## src/rtl/ide_pkg.sv

```systemverilog
// Shared types and constants for the Zorro II IDE/boot-ROM cycle responder.
package ide_pkg;

    localparam int unsigned ADDR_HI_W  = 8;
    localparam int unsigned ADDR_MID_W = 5;
    localparam int unsigned ADDR_REG_W = 2;
    localparam int unsigned DA_W       = 3;
    localparam int unsigned CNT_W      = 8;

    // Bit positions within the CPU address; the low decode field starts at A9
    localparam int unsigned LOW_ADDR_BIT = 9;
    localparam int unsigned REGION_BIT   = 15;
    localparam int unsigned CS_SEL_BIT   = 12;
    localparam int unsigned REGION_IDX   = REGION_BIT - LOW_ADDR_BIT;
    localparam int unsigned CS_SEL_IDX   = CS_SEL_BIT - LOW_ADDR_BIT;

    localparam int unsigned DEF_STROBE_CYCLES = 2;
    localparam int unsigned DEF_IORDY_TIMEOUT = 16;
    localparam int unsigned DEF_ROM_WAIT      = 1;

    typedef enum logic [2:0] {
        IDLE   = 3'd0,
        SETUP  = 3'd1,
        STROBE = 3'd2,
        HOLD   = 3'd3,
        ACK    = 3'd4,
        ROM    = 3'd5
    } state_t;

    // Cycle attributes latched when a claimed cycle starts
    typedef struct packed {
        logic            ata;
        logic            cs1;
        logic [DA_W-1:0] da;
        logic            rd;
        logic            rom_rd;
    } cyc_t;

endpackage

```

## src/rtl/ide_if.sv

```systemverilog
// CPU-side and ATA/ROM-side signal bundle for ide_cycle.
interface ide_if;
    import ide_pkg::*;

    logic                  AS_CPU_n;
    logic                  DS_n;
    logic                  RW_n;
    logic [ADDR_HI_W-1:0]  A_HIGH;
    logic [ADDR_MID_W-1:0] A_MID;
    logic [ADDR_REG_W-1:0] A_REG;
    logic [ADDR_HI_W-1:0]  BASE_IDE;
    logic                  IDE_CONFIGURED_n;
    logic                  ROM_EN;
    logic                  IORDY;

    logic [1:0]            IDE_CS_n;
    logic [DA_W-1:0]       IDE_DA;
    logic                  IDE_RD_n;
    logic                  IDE_WR_n;
    logic                  IDE_BUF_OE_n;
    logic                  IDE_BUF_DIR;
    logic                  ROM_OE_n;
    logic                  DTACK_n;
    logic                  IDE_RST_n;

    modport slave (
        input  AS_CPU_n, DS_n, RW_n, A_HIGH, A_MID, A_REG, BASE_IDE,
               IDE_CONFIGURED_n, ROM_EN, IORDY,
        output IDE_CS_n, IDE_DA, IDE_RD_n, IDE_WR_n, IDE_BUF_OE_n,
               IDE_BUF_DIR, ROM_OE_n, DTACK_n, IDE_RST_n
    );

    modport master (
        output AS_CPU_n, DS_n, RW_n, A_HIGH, A_MID, A_REG, BASE_IDE,
               IDE_CONFIGURED_n, ROM_EN, IORDY,
        input  IDE_CS_n, IDE_DA, IDE_RD_n, IDE_WR_n, IDE_BUF_OE_n,
               IDE_BUF_DIR, ROM_OE_n, DTACK_n, IDE_RST_n
    );

endinterface

```

## src/rtl/ide_cycle_sync2.sv

```systemverilog
// Two-flop synchroniser for a single asynchronous level; reset value selectable.
module sync2 #(
    parameter logic RST_VAL = 1'b1
) (
    input  logic clk,
    input  logic rst_n,
    input  logic i_d,
    output logic o_q
);

    logic r_meta;
    logic r_q;

    always_ff @(posedge clk or negedge rst_n) begin
        if (!rst_n) begin
            r_meta <= RST_VAL;
            r_q    <= RST_VAL;
        end else begin
            r_meta <= i_d;
            r_q    <= r_meta;
        end
    end

    assign o_q = r_q;

endmodule

```

## src/rtl/ide_cycle.sv

```systemverilog
// Zorro II responder: decodes cycles at the IDE base and turns them into
// ATA PIO-0 strobes or boot-ROM reads, terminating each with DTACK_n.
module ide_cycle
    import ide_pkg::*;
#(
    parameter int unsigned STROBE_CYCLES = DEF_STROBE_CYCLES,
    parameter int unsigned IORDY_TIMEOUT = DEF_IORDY_TIMEOUT,
    parameter int unsigned ROM_WAIT      = DEF_ROM_WAIT
) (
    input  logic  C7M,
    input  logic  RESET_n,
    ide_if.slave  bus
);

    localparam logic [CNT_W-1:0] STB_LAST = CNT_W'(STROBE_CYCLES - 1);
    localparam logic [CNT_W-1:0] STB_MAX  = CNT_W'(STROBE_CYCLES - 1 + IORDY_TIMEOUT);
    localparam logic [CNT_W-1:0] ROM_LAST = CNT_W'(ROM_WAIT);

    logic w_as;
    logic w_ds;
    logic w_iordy;

    sync2 #(.RST_VAL(1'b1)) u_sync_as (
        .clk(C7M), .rst_n(RESET_n), .i_d(bus.AS_CPU_n), .o_q(w_as)
    );
    sync2 #(.RST_VAL(1'b1)) u_sync_ds (
        .clk(C7M), .rst_n(RESET_n), .i_d(bus.DS_n), .o_q(w_ds)
    );
    sync2 #(.RST_VAL(1'b1)) u_sync_iordy (
        .clk(C7M), .rst_n(RESET_n), .i_d(bus.IORDY), .o_q(w_iordy)
    );

    state_t                       r_state, w_state_nxt;
    logic [CNT_W-1:0]             r_cnt, w_cnt_nxt;
    cyc_t                         r_cyc, w_cyc_nxt, w_dec;
    logic [ADDR_MID_W+ADDR_REG_W-1:0] w_addr;
    logic                         w_hit;
    logic                         w_busy;

    logic [1:0]      r_cs_n,     w_cs_n_nxt;
    logic [DA_W-1:0] r_da,       w_da_nxt;
    logic            r_rd_n,     w_rd_n_nxt;
    logic            r_wr_n,     w_wr_n_nxt;
    logic            r_buf_oe_n, w_buf_oe_n_nxt;
    logic            r_buf_dir,  w_buf_dir_nxt;
    logic            r_rom_oe_n, w_rom_oe_n_nxt;
    logic            r_dtack_n,  w_dtack_n_nxt;
    logic            r_ide_rst_n;

    // Address decode of the current bus inputs (A[15:9])
    assign w_addr = {bus.A_MID, bus.A_REG};
    assign w_hit  = !bus.IDE_CONFIGURED_n && (bus.A_HIGH == bus.BASE_IDE);

    always_comb begin
        w_dec        = '0;
        w_dec.ata    = w_addr[REGION_IDX];
        w_dec.cs1    = w_addr[CS_SEL_IDX];
        w_dec.da     = w_addr[DA_W-1:0];
        w_dec.rd     = bus.RW_n;
        w_dec.rom_rd = !w_addr[REGION_IDX] && bus.RW_n && bus.ROM_EN;
    end

    // Next state and next registered outputs
    always_comb begin
        w_state_nxt   = r_state;
        w_cnt_nxt     = r_cnt;
        w_cyc_nxt     = r_cyc;
        w_buf_dir_nxt = r_buf_dir;

        case (r_state)
            IDLE: begin
                if (!w_as && !w_ds && w_hit) begin
                    w_cyc_nxt     = w_dec;
                    w_buf_dir_nxt = bus.RW_n;
                    w_cnt_nxt     = '0;
                    w_state_nxt   = w_dec.ata ? SETUP : ROM;
                end
            end
            SETUP: begin
                w_cnt_nxt   = '0;
                w_state_nxt = STROBE;
            end
            STROBE: begin
                if ((r_cnt < STB_LAST) || (!w_iordy && (r_cnt < STB_MAX))) begin
                    w_cnt_nxt = r_cnt + CNT_W'(1);
                end else begin
                    w_state_nxt = HOLD;
                end
            end
            HOLD: w_state_nxt = ACK;
            ACK: begin
                if (w_as) begin
                    w_state_nxt = IDLE;
                end
            end
            ROM: begin
                // First ROM cycle is address setup; OE follows for ROM_WAIT cycles
                if (r_cnt < ROM_LAST) begin
                    w_cnt_nxt = r_cnt + CNT_W'(1);
                end else begin
                    w_state_nxt = ACK;
                end
            end
            default: w_state_nxt = IDLE;
        endcase

        if ((r_state != IDLE) && w_as) begin
            w_state_nxt = IDLE;
        end

        w_busy = w_cyc_nxt.ata &&
                 ((w_state_nxt == SETUP) || (w_state_nxt == STROBE) ||
                  (w_state_nxt == HOLD)  || (w_state_nxt == ACK));

        w_cs_n_nxt = 2'b11;
        w_da_nxt   = '0;
        if (w_busy) begin
            w_cs_n_nxt = w_cyc_nxt.cs1 ? 2'b01 : 2'b10;
            w_da_nxt   = w_cyc_nxt.da;
        end

        w_rd_n_nxt     = !((w_state_nxt == STROBE) &&  w_cyc_nxt.rd);
        w_wr_n_nxt     = !((w_state_nxt == STROBE) && !w_cyc_nxt.rd);
        w_buf_oe_n_nxt = !w_busy;
        w_rom_oe_n_nxt = !(w_cyc_nxt.rom_rd &&
                           (((w_state_nxt == ROM) && (w_cnt_nxt != '0)) ||
                            ((w_state_nxt == ACK) && !w_cyc_nxt.ata)));
        w_dtack_n_nxt  = !(w_state_nxt == ACK);
    end

    always_ff @(posedge C7M or negedge RESET_n) begin
        if (!RESET_n) begin
            r_state     <= IDLE;
            r_cnt       <= '0;
            r_cyc       <= '0;
            r_cs_n      <= 2'b11;
            r_da        <= '0;
            r_rd_n      <= 1'b1;
            r_wr_n      <= 1'b1;
            r_buf_oe_n  <= 1'b1;
            r_buf_dir   <= 1'b0;
            r_rom_oe_n  <= 1'b1;
            r_dtack_n   <= 1'b1;
            r_ide_rst_n <= 1'b0;
        end else begin
            r_state     <= w_state_nxt;
            r_cnt       <= w_cnt_nxt;
            r_cyc       <= w_cyc_nxt;
            r_cs_n      <= w_cs_n_nxt;
            r_da        <= w_da_nxt;
            r_rd_n      <= w_rd_n_nxt;
            r_wr_n      <= w_wr_n_nxt;
            r_buf_oe_n  <= w_buf_oe_n_nxt;
            r_buf_dir   <= w_buf_dir_nxt;
            r_rom_oe_n  <= w_rom_oe_n_nxt;
            r_dtack_n   <= w_dtack_n_nxt;
            r_ide_rst_n <= 1'b1;
        end
    end

    assign bus.IDE_CS_n     = r_cs_n;
    assign bus.IDE_DA       = r_da;
    assign bus.IDE_RD_n     = r_rd_n;
    assign bus.IDE_WR_n     = r_wr_n;
    assign bus.IDE_BUF_OE_n = r_buf_oe_n;
    assign bus.IDE_BUF_DIR  = r_buf_dir;
    assign bus.ROM_OE_n     = r_rom_oe_n;
    assign bus.DTACK_n      = r_dtack_n;
    assign bus.IDE_RST_n    = r_ide_rst_n;

endmodule

```

## src/flat_wrapper.sv

```systemverilog
// flat-port wrapper written by rule: the top's interface ports become plain ports
module ide_cycle_flat import ide_pkg::*;
#(
    parameter int unsigned STROBE_CYCLES = DEF_STROBE_CYCLES,
    parameter int unsigned IORDY_TIMEOUT = DEF_IORDY_TIMEOUT,
    parameter int unsigned ROM_WAIT      = DEF_ROM_WAIT
)
  (C7M, RESET_n, bus_AS_CPU_n, bus_DS_n, bus_RW_n, bus_A_HIGH, bus_A_MID, bus_A_REG, bus_BASE_IDE, bus_IDE_CONFIGURED_n, bus_ROM_EN, bus_IORDY, bus_IDE_CS_n, bus_IDE_DA, bus_IDE_RD_n, bus_IDE_WR_n, bus_IDE_BUF_OE_n, bus_IDE_BUF_DIR, bus_ROM_OE_n, bus_DTACK_n, bus_IDE_RST_n);
  ide_if bus_i ();
  input  logic C7M;
  input  logic RESET_n;
  input wire logic [$bits(bus_i.AS_CPU_n)-1:0] bus_AS_CPU_n;
  input wire logic [$bits(bus_i.DS_n)-1:0] bus_DS_n;
  input wire logic [$bits(bus_i.RW_n)-1:0] bus_RW_n;
  input wire logic [$bits(bus_i.A_HIGH)-1:0] bus_A_HIGH;
  input wire logic [$bits(bus_i.A_MID)-1:0] bus_A_MID;
  input wire logic [$bits(bus_i.A_REG)-1:0] bus_A_REG;
  input wire logic [$bits(bus_i.BASE_IDE)-1:0] bus_BASE_IDE;
  input wire logic [$bits(bus_i.IDE_CONFIGURED_n)-1:0] bus_IDE_CONFIGURED_n;
  input wire logic [$bits(bus_i.ROM_EN)-1:0] bus_ROM_EN;
  input wire logic [$bits(bus_i.IORDY)-1:0] bus_IORDY;
  output wire logic [$bits(bus_i.IDE_CS_n)-1:0] bus_IDE_CS_n;
  output wire logic [$bits(bus_i.IDE_DA)-1:0] bus_IDE_DA;
  output wire logic [$bits(bus_i.IDE_RD_n)-1:0] bus_IDE_RD_n;
  output wire logic [$bits(bus_i.IDE_WR_n)-1:0] bus_IDE_WR_n;
  output wire logic [$bits(bus_i.IDE_BUF_OE_n)-1:0] bus_IDE_BUF_OE_n;
  output wire logic [$bits(bus_i.IDE_BUF_DIR)-1:0] bus_IDE_BUF_DIR;
  output wire logic [$bits(bus_i.ROM_OE_n)-1:0] bus_ROM_OE_n;
  output wire logic [$bits(bus_i.DTACK_n)-1:0] bus_DTACK_n;
  output wire logic [$bits(bus_i.IDE_RST_n)-1:0] bus_IDE_RST_n;
  assign bus_i.AS_CPU_n = bus_AS_CPU_n;
  assign bus_i.DS_n = bus_DS_n;
  assign bus_i.RW_n = bus_RW_n;
  assign bus_i.A_HIGH = bus_A_HIGH;
  assign bus_i.A_MID = bus_A_MID;
  assign bus_i.A_REG = bus_A_REG;
  assign bus_i.BASE_IDE = bus_BASE_IDE;
  assign bus_i.IDE_CONFIGURED_n = bus_IDE_CONFIGURED_n;
  assign bus_i.ROM_EN = bus_ROM_EN;
  assign bus_i.IORDY = bus_IORDY;
  assign bus_IDE_CS_n = bus_i.IDE_CS_n;
  assign bus_IDE_DA = bus_i.IDE_DA;
  assign bus_IDE_RD_n = bus_i.IDE_RD_n;
  assign bus_IDE_WR_n = bus_i.IDE_WR_n;
  assign bus_IDE_BUF_OE_n = bus_i.IDE_BUF_OE_n;
  assign bus_IDE_BUF_DIR = bus_i.IDE_BUF_DIR;
  assign bus_ROM_OE_n = bus_i.ROM_OE_n;
  assign bus_DTACK_n = bus_i.DTACK_n;
  assign bus_IDE_RST_n = bus_i.IDE_RST_n;
  ide_cycle #(.STROBE_CYCLES(STROBE_CYCLES), .IORDY_TIMEOUT(IORDY_TIMEOUT), .ROM_WAIT(ROM_WAIT)) u_core (.C7M(C7M), .RESET_n(RESET_n), .bus(bus_i));
endmodule
```

## config.mk

```make
export PLATFORM = sky130hd
export DESIGN_NAME = ide_cycle_flat
export DESIGN_NICKNAME = d
export VERILOG_FILES = /design/src/rtl/ide_pkg.sv /design/src/rtl/ide_if.sv /design/src/rtl/ide_cycle_sync2.sv /design/src/rtl/ide_cycle.sv /design/src/flat_wrapper.sv
export SDC_FILE = /design/constraint.sdc
export NUM_CORES = 1
export LEC_CHECK = 0
export CAP_MARGIN = 25
export CORE_ASPECT_RATIO = 0.75
export CORE_UTILIZATION = 55
export DETAILED_ROUTE_END_ITERATION = 16
export DONT_BUFFER_PORTS = 1
export GPL_ROUTABILITY_DRIVEN = 0
export PLACE_DENSITY = 0.7
export SETUP_SLACK_MARGIN = 0.5
export SLEW_MARGIN = 20
export SYNTH_ARGS = -nofsm -noshare
export SYNTH_HDL_FRONTEND = slang
export SYNTH_SLANG_ARGS = --single-unit
```

## constraint.sdc

```tcl
create_clock -name C7M -period 3.2 [get_ports C7M]
set_input_delay 0.96 -clock C7M [delete_from_list [all_inputs] [get_ports C7M]]
set_output_delay 0.96 -clock C7M [all_outputs]
set_load 0.1 [all_outputs]
```

==> impl_metrics.csv, run 1 <==
group,metric,value,unit
setup_path,setup.worst_path.class,"reg2reg",
yosys,synth_nets,195,
setup_path,start_kind,"flop",
setup_path,crit_arrival,2.79,ns
floorplanning,num_rows,17,
detailed_routing,drt-wirelength-per-cell,17.6,um
cts,tritoncts,"yes",
sta,setup_viol,0,
sta,fin_tns_setup,0,ns
yosys,postSynthRegisterBits,36,
finish,n_antenna_cell,0,
sta,skew,0.00875,ns
floorplanning,total_core_area,2980,um^2
setup_path,worst_setup_path_end_kind,"flop",
setup_path,timing.critical_path.slowest_cell_delay,0.45,ns
detailed_routing,remaining_drc_errors,0,
floorplanning,boundaryPins,43,
yosys,synthesis.area_per_instance,10.7,um^2
sta,maxSlewHeadroom,40.6,%
worst_hold_path,worst_min_delay_path_class,"in2async",
yosys,synthDistinctLibCells,52,
detailed_routing,postRouteAntennaNets,0,
power_and_ir_drop,leakage,0.841,nW
grt,grtUsageTotal,22.4,%
yosys,synth_enable_flop_cells,0,
detailed_routing,totalWireLength,3640,um
cts,cts_hold_repair.buffers,0,
yosys,synthesis.instances,162,
yosys,ys_seq_area_share,52.8,%
finish,drive_gt1_share,29.6,%
setup_path,crit_path_depth,10,
setup_path,timing.critical_path.slowest_stage_cell,"sky130_fd_sc_hd__dfrtp_2",
floorplanning,initial_util,58.4,%
cts,maximum_buffer_depth_of_the_clock_tree,2,
run_status,run_status,"completed",
finish,nNetsFinal,201,
grt,grt-ovfl-total,0,
cts,ctsRootBufferMaster,"sky130_fd_sc_hd__clkbuf_8",
setup_path,path_max_fanout,7,
setup_path,cp_top_family,"compound AO/OA/AOI/OAI gates",
grt,first_global_vias,1168,
grt,met2_usage,32.3,%
sta,total_count_of_max_transition_violations_in_the_final_report,0,
sta,finalWorstPathRequiredPeriod,2.60,ns
sta,fmax,385,MHz
detailed_routing,drtPass1Iterations,4,
floorplanning,fp.dieArea,3390,um^2
setup_path,cp.buffers_inverters,2,
detailed_routing,initialDrtViolationCount,137,
grt,grt_antenna_before_repair,0,
yosys,synth_async_sr_flop_share,100,%
detailed_routing,num_vias,1256,
yosys,total_number_of_yosys_warnings,0,
floorplanning,height_of_the_chip,50.7,um
grt,met3_usage,6.82,%
run,cap_viol_max_count,0,
sta,fin_crit_sh,81.1,%
cts,clkTransAtPathRegs,0.07,ns
yosys,synth_top_flop_cell,"sky130_fd_sc_hd__dfrtp_1",
floorplanning,die_x,66.9,um
finish,areaGrowthSynthToFinish,11.6,%
yosys,mappedNetlistArea,1740,um^2
detailed_routing,via_per_inst,6.07,
cts,clock_sink_count,36,
placed_design,portBuffers,0,
placed_design,place_hpwl,2410,um
grt,grt_pass1_wl,5400,um
cts,h-tree-depth,2,
sta,unrepaired_setup_endpoints_after_global_routing,"true",
finish,finalCoreUtilization,65.1,%
setup_path,timing.critical_path.cells,"inv_2 -> ha_1 -> or3b_4 -> nor4_2 -> a211oi_1 -> a211o_1 -> buf_4 -> o31ai_1 -> o2111ai_1 -> o31ai_2",
cts,clk-insertion-delay-late,0.28,ns
grt,grt_busiest_layer,"met2",
power_and_ir_drop,peakVddDrop,0.000361,V
power_and_ir_drop,power.density,465,nW/um^2
grt,grt.met1_usage,31.1,%
setup_path,cp.required,3.40,ns
setup_path,worst_r2r_path_depth,10,
grt,grt_max_degree,37,
sta,hold_viol_final,0,
sta,worst_pin_slew,0.891,ns
cts,cts_made_buffers,5,
cell usage in the layout (no fill, tap or decap), drive strengths merged, types with 2 or more instances in the layout:
cell type	count
o21ai	5
nor2	8
a211o	3
nor3b	3
a31oi	4
ha	2
xor2	8
nor4	5
dfrtp	23
clkbuf	8
a211oi	3
mux2	3
a21oi	3
and3b	4
nor3	4
inv	5
nand2	19
nand3	8
or2	2
o31ai	4
dfstp	13
or3b	3
nor2b	2
or3	2
buf	6
nand3b	3
area by class of cell:
type | instances | area (um^2)
fillers | 248 | 1040
flip-flops and latches | 36 | 918
multi-input cells | 114 | 810
clock buffers | 8 | 100
well taps | 38 | 47.5
repair buffers | 6 | 45.0
inverters | 5 | 18.8
worst reg2reg max path, cell delays in order (launching register included):
cell	delay, ns
sky130_fd_sc_hd__dfrtp_2	0.45
sky130_fd_sc_hd__inv_2	0.09
sky130_fd_sc_hd__ha_1	0.16
sky130_fd_sc_hd__or3b_4	0.42
sky130_fd_sc_hd__nor4_2	0.26
sky130_fd_sc_hd__a211oi_1	0.10
sky130_fd_sc_hd__a211o_1	0.37
sky130_fd_sc_hd__buf_4	0.17
sky130_fd_sc_hd__o31ai_1	0.06
sky130_fd_sc_hd__o2111ai_1	0.19
sky130_fd_sc_hd__o31ai_2	0.23
Yosys cell counts, types with 2 or more instances:
cell type	count	area share (%)
sky130_fd_sc_hd__dfrtp_1	23	33
sky130_fd_sc_hd__nand2_1	18	3.9
sky130_fd_sc_hd__dfstp_2	13	20
sky130_fd_sc_hd__xor2_1	8	4.0
sky130_fd_sc_hd__nand3_1	7	2.0
sky130_fd_sc_hd__nor2_1	7	1.5
sky130_fd_sc_hd__a31oi_1	4	1.4
sky130_fd_sc_hd__and3b_1	4	2.0
sky130_fd_sc_hd__clkbuf_1	4	0.86
sky130_fd_sc_hd__inv_1	4	0.86
sky130_fd_sc_hd__nor3_1	4	1.2
sky130_fd_sc_hd__o21ai_0	4	1.2
sky130_fd_sc_hd__a211o_1	3	1.5
sky130_fd_sc_hd__a211oi_1	3	1.3
sky130_fd_sc_hd__a21oi_1	3	0.86
sky130_fd_sc_hd__nand3b_1	3	1.3
sky130_fd_sc_hd__nor3b_1	3	1.3
sky130_fd_sc_hd__nor4_1	3	1.1
sky130_fd_sc_hd__o31ai_1	3	1.3
sky130_fd_sc_hd__buf_2	2	0.58
sky130_fd_sc_hd__ha_1	2	1.4
sky130_fd_sc_hd__mux2_2	2	1.3
sky130_fd_sc_hd__nor2b_1	2	0.72
sky130_fd_sc_hd__nor4_2	2	1.4
sky130_fd_sc_hd__or2_2	2	0.72
sky130_fd_sc_hd__or3_1	2	0.72
sky130_fd_sc_hd__or3b_1	2	1.0
metal layers:
layer	up-vias	routed length, um
met1	611	1620
met3	7	240
met2	48	1720
met5	-	0
li1	590	-
met4	0	49
flip-flops by register name, summed over array words and instances, names as in the netlist, 2 cells and up:
signal	cells
u_core.bus.IDE_CS_n	2
u_core.bus.IDE_DA	3
u_core.r_cnt	8
u_core.r_cyc	7
u_core.r_state	3
repair_timing:
item / CTS / global route
setup endpoints to repair: 1 / 6
pin swaps: 0 / 6
gates resized for setup: 2 / 7
buffers inserted: 0 / 4
worst paths after layout:
check                                       end               startpoint  slack [ns]
max in group asynchronous   u_core.bus.IDE_WR_n                  RESET_n        2.64
min in group C7M           u_core.u_sync_as.o_q  u_core.u_sync_as.r_meta        0.36
hold / removal             u_core.bus.IDE_DA[0]                  RESET_n        0.36
setup reg to reg            u_core.bus.ROM_OE_n          u_core.r_cnt[0]        0.60
hold reg to reg            u_core.u_sync_as.o_q  u_core.u_sync_as.r_meta        0.36
setup / recovery            u_core.bus.ROM_OE_n          u_core.r_cnt[0]        0.60
logic make-up after synthesis:
logic type                 after synthesis  share of synthesized area, %
xor gates and xnor gates                 9                          4.54
other                                    1                         0.216
muxes                                    4                          2.74
DFF                                     36                          52.8
AOI/OAI and AO/OA                       29                          12.4
adders and majority gates                3                          2.09
and+or+nand+nor                         68                          22.5
buffers and inverters                   12                          2.73
where the power goes:
| part | internal [mW] | leakage, nW | switching [mW] |
|---|---|---|---|
| sequential | 0.475 | 0.441 | 0.0296 |
| clock | 0.196 | 0.0515 | 0.155 |
| combinational | 0.0216 | 0.348 | 0.0255 |
metrics by stage:
| stage | setup slack (ns) | cells | area [um^2] | hold WS [ns] | total power [mW] |
|---|---|---|---|---|---|
| final | 0.603 | 207 | 1940 | 0.357 | 0.903 |
| after global placement | 0.290 | 195 | 1770 | 0.347 | 0.546 |
| after detailed placement | 0.236 | 195 | 1770 | 0.350 | 0.550 |
| after CTS | 0.536 | 203 | 1880 | 0.357 | 0.900 |
| after global routing | 0.473 | 207 | 1940 | 0.346 | 0.936 |
| after floorplan | 0.308 | 162 | 1740 | 0.345 | 0.539 |
Note: power is estimated with default switching activity, not from simulation.
==> run 2, diff against run 1 <==
==> constraint.sdc (replaced) <==
create_clock -name C7M -period 2.55 [get_ports C7M]
set_input_delay 0.765 -clock C7M [delete_from_list [all_inputs] [get_ports C7M]]
set_output_delay 0.765 -clock C7M [all_outputs]
set_load 0.1 [all_outputs]
==> run 2 against run 1 <==
Against the previous run:
- register-to-register slack worse by 0.53 ns
- largest cell class unchanged
- routed wire length up 15%
- non-clock buffer count up 28
- clock skew about the same
- critical path type unchanged
- critical endpoint unchanged
- die area unchanged
- critical path depth down 1
==> impl_metrics.csv, run 2 (same netlist as run 1, synthesis figures left out) <==
group,metric,value,unit
finish,layout.cells.most_common_list,"sky130_fd_sc_hd__buf_4, sky130_fd_sc_hd__dfrtp_1, sky130_fd_sc_hd__nand2_1",
cts,ctsRootBufferMaster,"sky130_fd_sc_hd__clkbuf_8",
setup_path,crit_arrival,2.67,ns
sta,total_count_of_max_transition_violations_in_the_final_report,0,
power_and_ir_drop,power.density,506,nW/um^2
finish,layout_filler_cell_count,205,
floorplanning,boundaryPins,43,
power_and_ir_drop,peakVddDrop,0.000466,V
run,cap_viol_max_count,0,
floorplanning,initial_util,58.4,%
run_status,run_status,"completed",
finish,n_antenna_cell,0,
grt,grt_antenna_before_repair,0,
sta,fin_crit_sh,97.1,%
finish,areaGrowthSynthToFinish,30.2,%
detailed_routing,drtPass1Iterations,4,
sta,fin_tns_setup,0,ns
grt,grtUsageTotal,27.8,%
detailed_routing,drt-wirelength-per-cell,17.8,um
finish,stdcell_count,235,
cts,h-tree-depth,2,
sta,worst_pin_slew,0.892,ns
power_and_ir_drop,post_layout_total_power,1.14,mW
cts,tritoncts,"yes",
floorplanning,num_rows,17,
detailed_routing,num_vias,1402,
finish,largest_reg_flops,8,
finish,top_register,"u_core.r_cnt",
finish,drive_gt1_share,45.2,%
cts,clock_sink_count,36,
setup_path,path_max_fanout,6,
finish,biggestRegsByFlops,"u_core.r_cnt (8), u_core.r_cyc (7)",
sta,hold_viol_final,0,
finish,layout_commonest_cell,"sky130_fd_sc_hd__buf_4",
sta,skew,0.00833,ns
sta,fmax,404,MHz
power_and_ir_drop,leakage,1.01,nW
detailed_routing,postRouteAntennaNets,0,
floorplanning,height_of_the_chip,50.7,um
setup_path,worst_setup_path_end_kind,"flop",
cts,clk-insertion-delay-late,0.29,ns
sta,setup_viol,0,
grt,grt-ovfl-total,0,
finish,nNetsFinal,229,
sta,maxSlewHeadroom,40.5,%
floorplanning,fp.dieArea,3390,um^2
placed_design,portBuffers,0,
sta,unrepaired_setup_endpoints_after_global_routing,"true",
cts,cts_made_buffers,5,
placed_design,numPlacedInstances,216,
sta,finalWorstPathRequiredPeriod,2.48,ns
grt,first_global_vias,1365,
cts,cts_hold_repair.buffers,0,
setup_path,start_kind,"flop",
grt,grt_pass1_wl,6660,um
detailed_routing,totalWireLength,4190,um
setup_path,cp.required,2.74,ns
detailed_routing,remaining_drc_errors,0,
grt,grt_max_degree,37,
floorplanning,total_core_area,2980,um^2
placed_design,place_hpwl,2530,um
floorplanning,die_x,66.9,um
cts,maximum_buffer_depth_of_the_clock_tree,2,
detailed_routing,via_per_inst,5.97,
cts,clkTransAtPathRegs,0.07,ns
setup_path,setup.worst_path.class,"reg2reg",
worst_hold_path,worst_min_delay_path_class,"in2async",
detailed_routing,initialDrtViolationCount,134,
run 2: cell count changes in the layout (fill, tap and decap cells not counted), moves of 2 or more:
cell	delta
sky130_fd_sc_hd__buf_4	+23
sky130_fd_sc_hd__buf_6	+5
sky130_fd_sc_hd__inv_1	-2
sky130_fd_sc_hd__inv_2	+2
sky130_fd_sc_hd__nor4_2	-2
sky130_fd_sc_hd__or3_1	-2
sky130_fd_sc_hd__or3_4	+2
sky130_fd_sc_hd__xor2_1	-2
run 2: area by class of cell:
type	instances	area, um^2	area share (%)
inverter	5	18.8	0.830
tap	38	47.5	2.10
sequential	36	917	40.5
clock buffer	8	90.1	3.98
timing repair buffer	34	274	12.1
multi-input combinational	114	915	40.4
run 2: stage by stage:
stage | utilization (%) | hold slack (ns) | instance area (um^2) | setup WS [ns]
after floorplan | - | 0.345 | 1760 | -0.147
after global placement | 65.5 | 0.348 | 1950 | -0.103
after detailed placement | 65.5 | 0.348 | 1950 | -0.179
after CTS | 73.8 | 0.155 | 2200 | 0.150
after global routing | 76.0 | 0.145 | 2260 | 0.0150
final | 76.0 | 0.160 | 2260 | 0.0729
run 2: power by group:
group,internal [mW],switching [mW],leakage [nW]
logic,0.0531,0.0549,0.521
clock network,0.220,0.197,0.0455
registers,0.595,0.0232,0.441
run 2: critical path, stage by stage, from the launching register on:
cell                        delay, ns
sky130_fd_sc_hd__dfrtp_1         0.40
sky130_fd_sc_hd__inv_2           0.07
sky130_fd_sc_hd__ha_4            0.12
sky130_fd_sc_hd__or3b_4          0.42
sky130_fd_sc_hd__nor4_2          0.19
sky130_fd_sc_hd__a211oi_1        0.08
sky130_fd_sc_hd__a211o_1         0.31
sky130_fd_sc_hd__o31ai_2         0.29
sky130_fd_sc_hd__o2111ai_1       0.18
sky130_fd_sc_hd__o31ai_1         0.31
run 2: final timing paths:
path	startpoint	endpoint	slack [ns]	cells after the start
worst max-delay path	u_core.r_cnt[1]	u_core.bus.ROM_OE_n	0.07	9
worst min register to register	u_core.u_sync_as.r_meta	u_core.u_sync_as.o_q	0.36	0
worst min-delay path	RESET_n	u_core.r_cnt[1]	0.16	0
min in group C7M	u_core.u_sync_as.r_meta	u_core.u_sync_as.o_q	0.36	0
worst max register to register	u_core.r_cnt[1]	u_core.bus.ROM_OE_n	0.07	9
max in group asynchronous	RESET_n	u_core.bus.IDE_RD_n	2.21	0
run 2: routing by layer:
layer	global-route usage [%]	vias to the layer above	wire (um)
met5	0	-	0
met4	13.5	0	95
met3	7.05	17	258
met2	42.1	61	1970
met1	37.0	679	1860
li1	-	645	-
run 2: timing repair:
| action | CTS | global route |
|---|---|---|
| pin swaps | 15 | 11 |
| setup buffers | 8 | 3 |
| setup endpoints to repair | 17 | 23 |
| gates resized for setup | 19 | 10 |
==> run 3, diff against run 2 <==
--- a/config.mk
+++ b/config.mk
@@ -11,8 +11,10 @@
 export DETAILED_ROUTE_END_ITERATION = 16
 export DONT_BUFFER_PORTS = 1
 export GPL_ROUTABILITY_DRIVEN = 0
+export HOLD_SLACK_MARGIN = 0.1
 export PLACE_DENSITY = 0.7
 export SETUP_SLACK_MARGIN = 0.5
+export SKIP_LAST_GASP = 1
 export SLEW_MARGIN = 20
 export SYNTH_ARGS = -nofsm -noshare
 export SYNTH_HDL_FRONTEND = slang
==> results of run 3 <==
Final layout, timing and power as in run 2 (identical DEF).
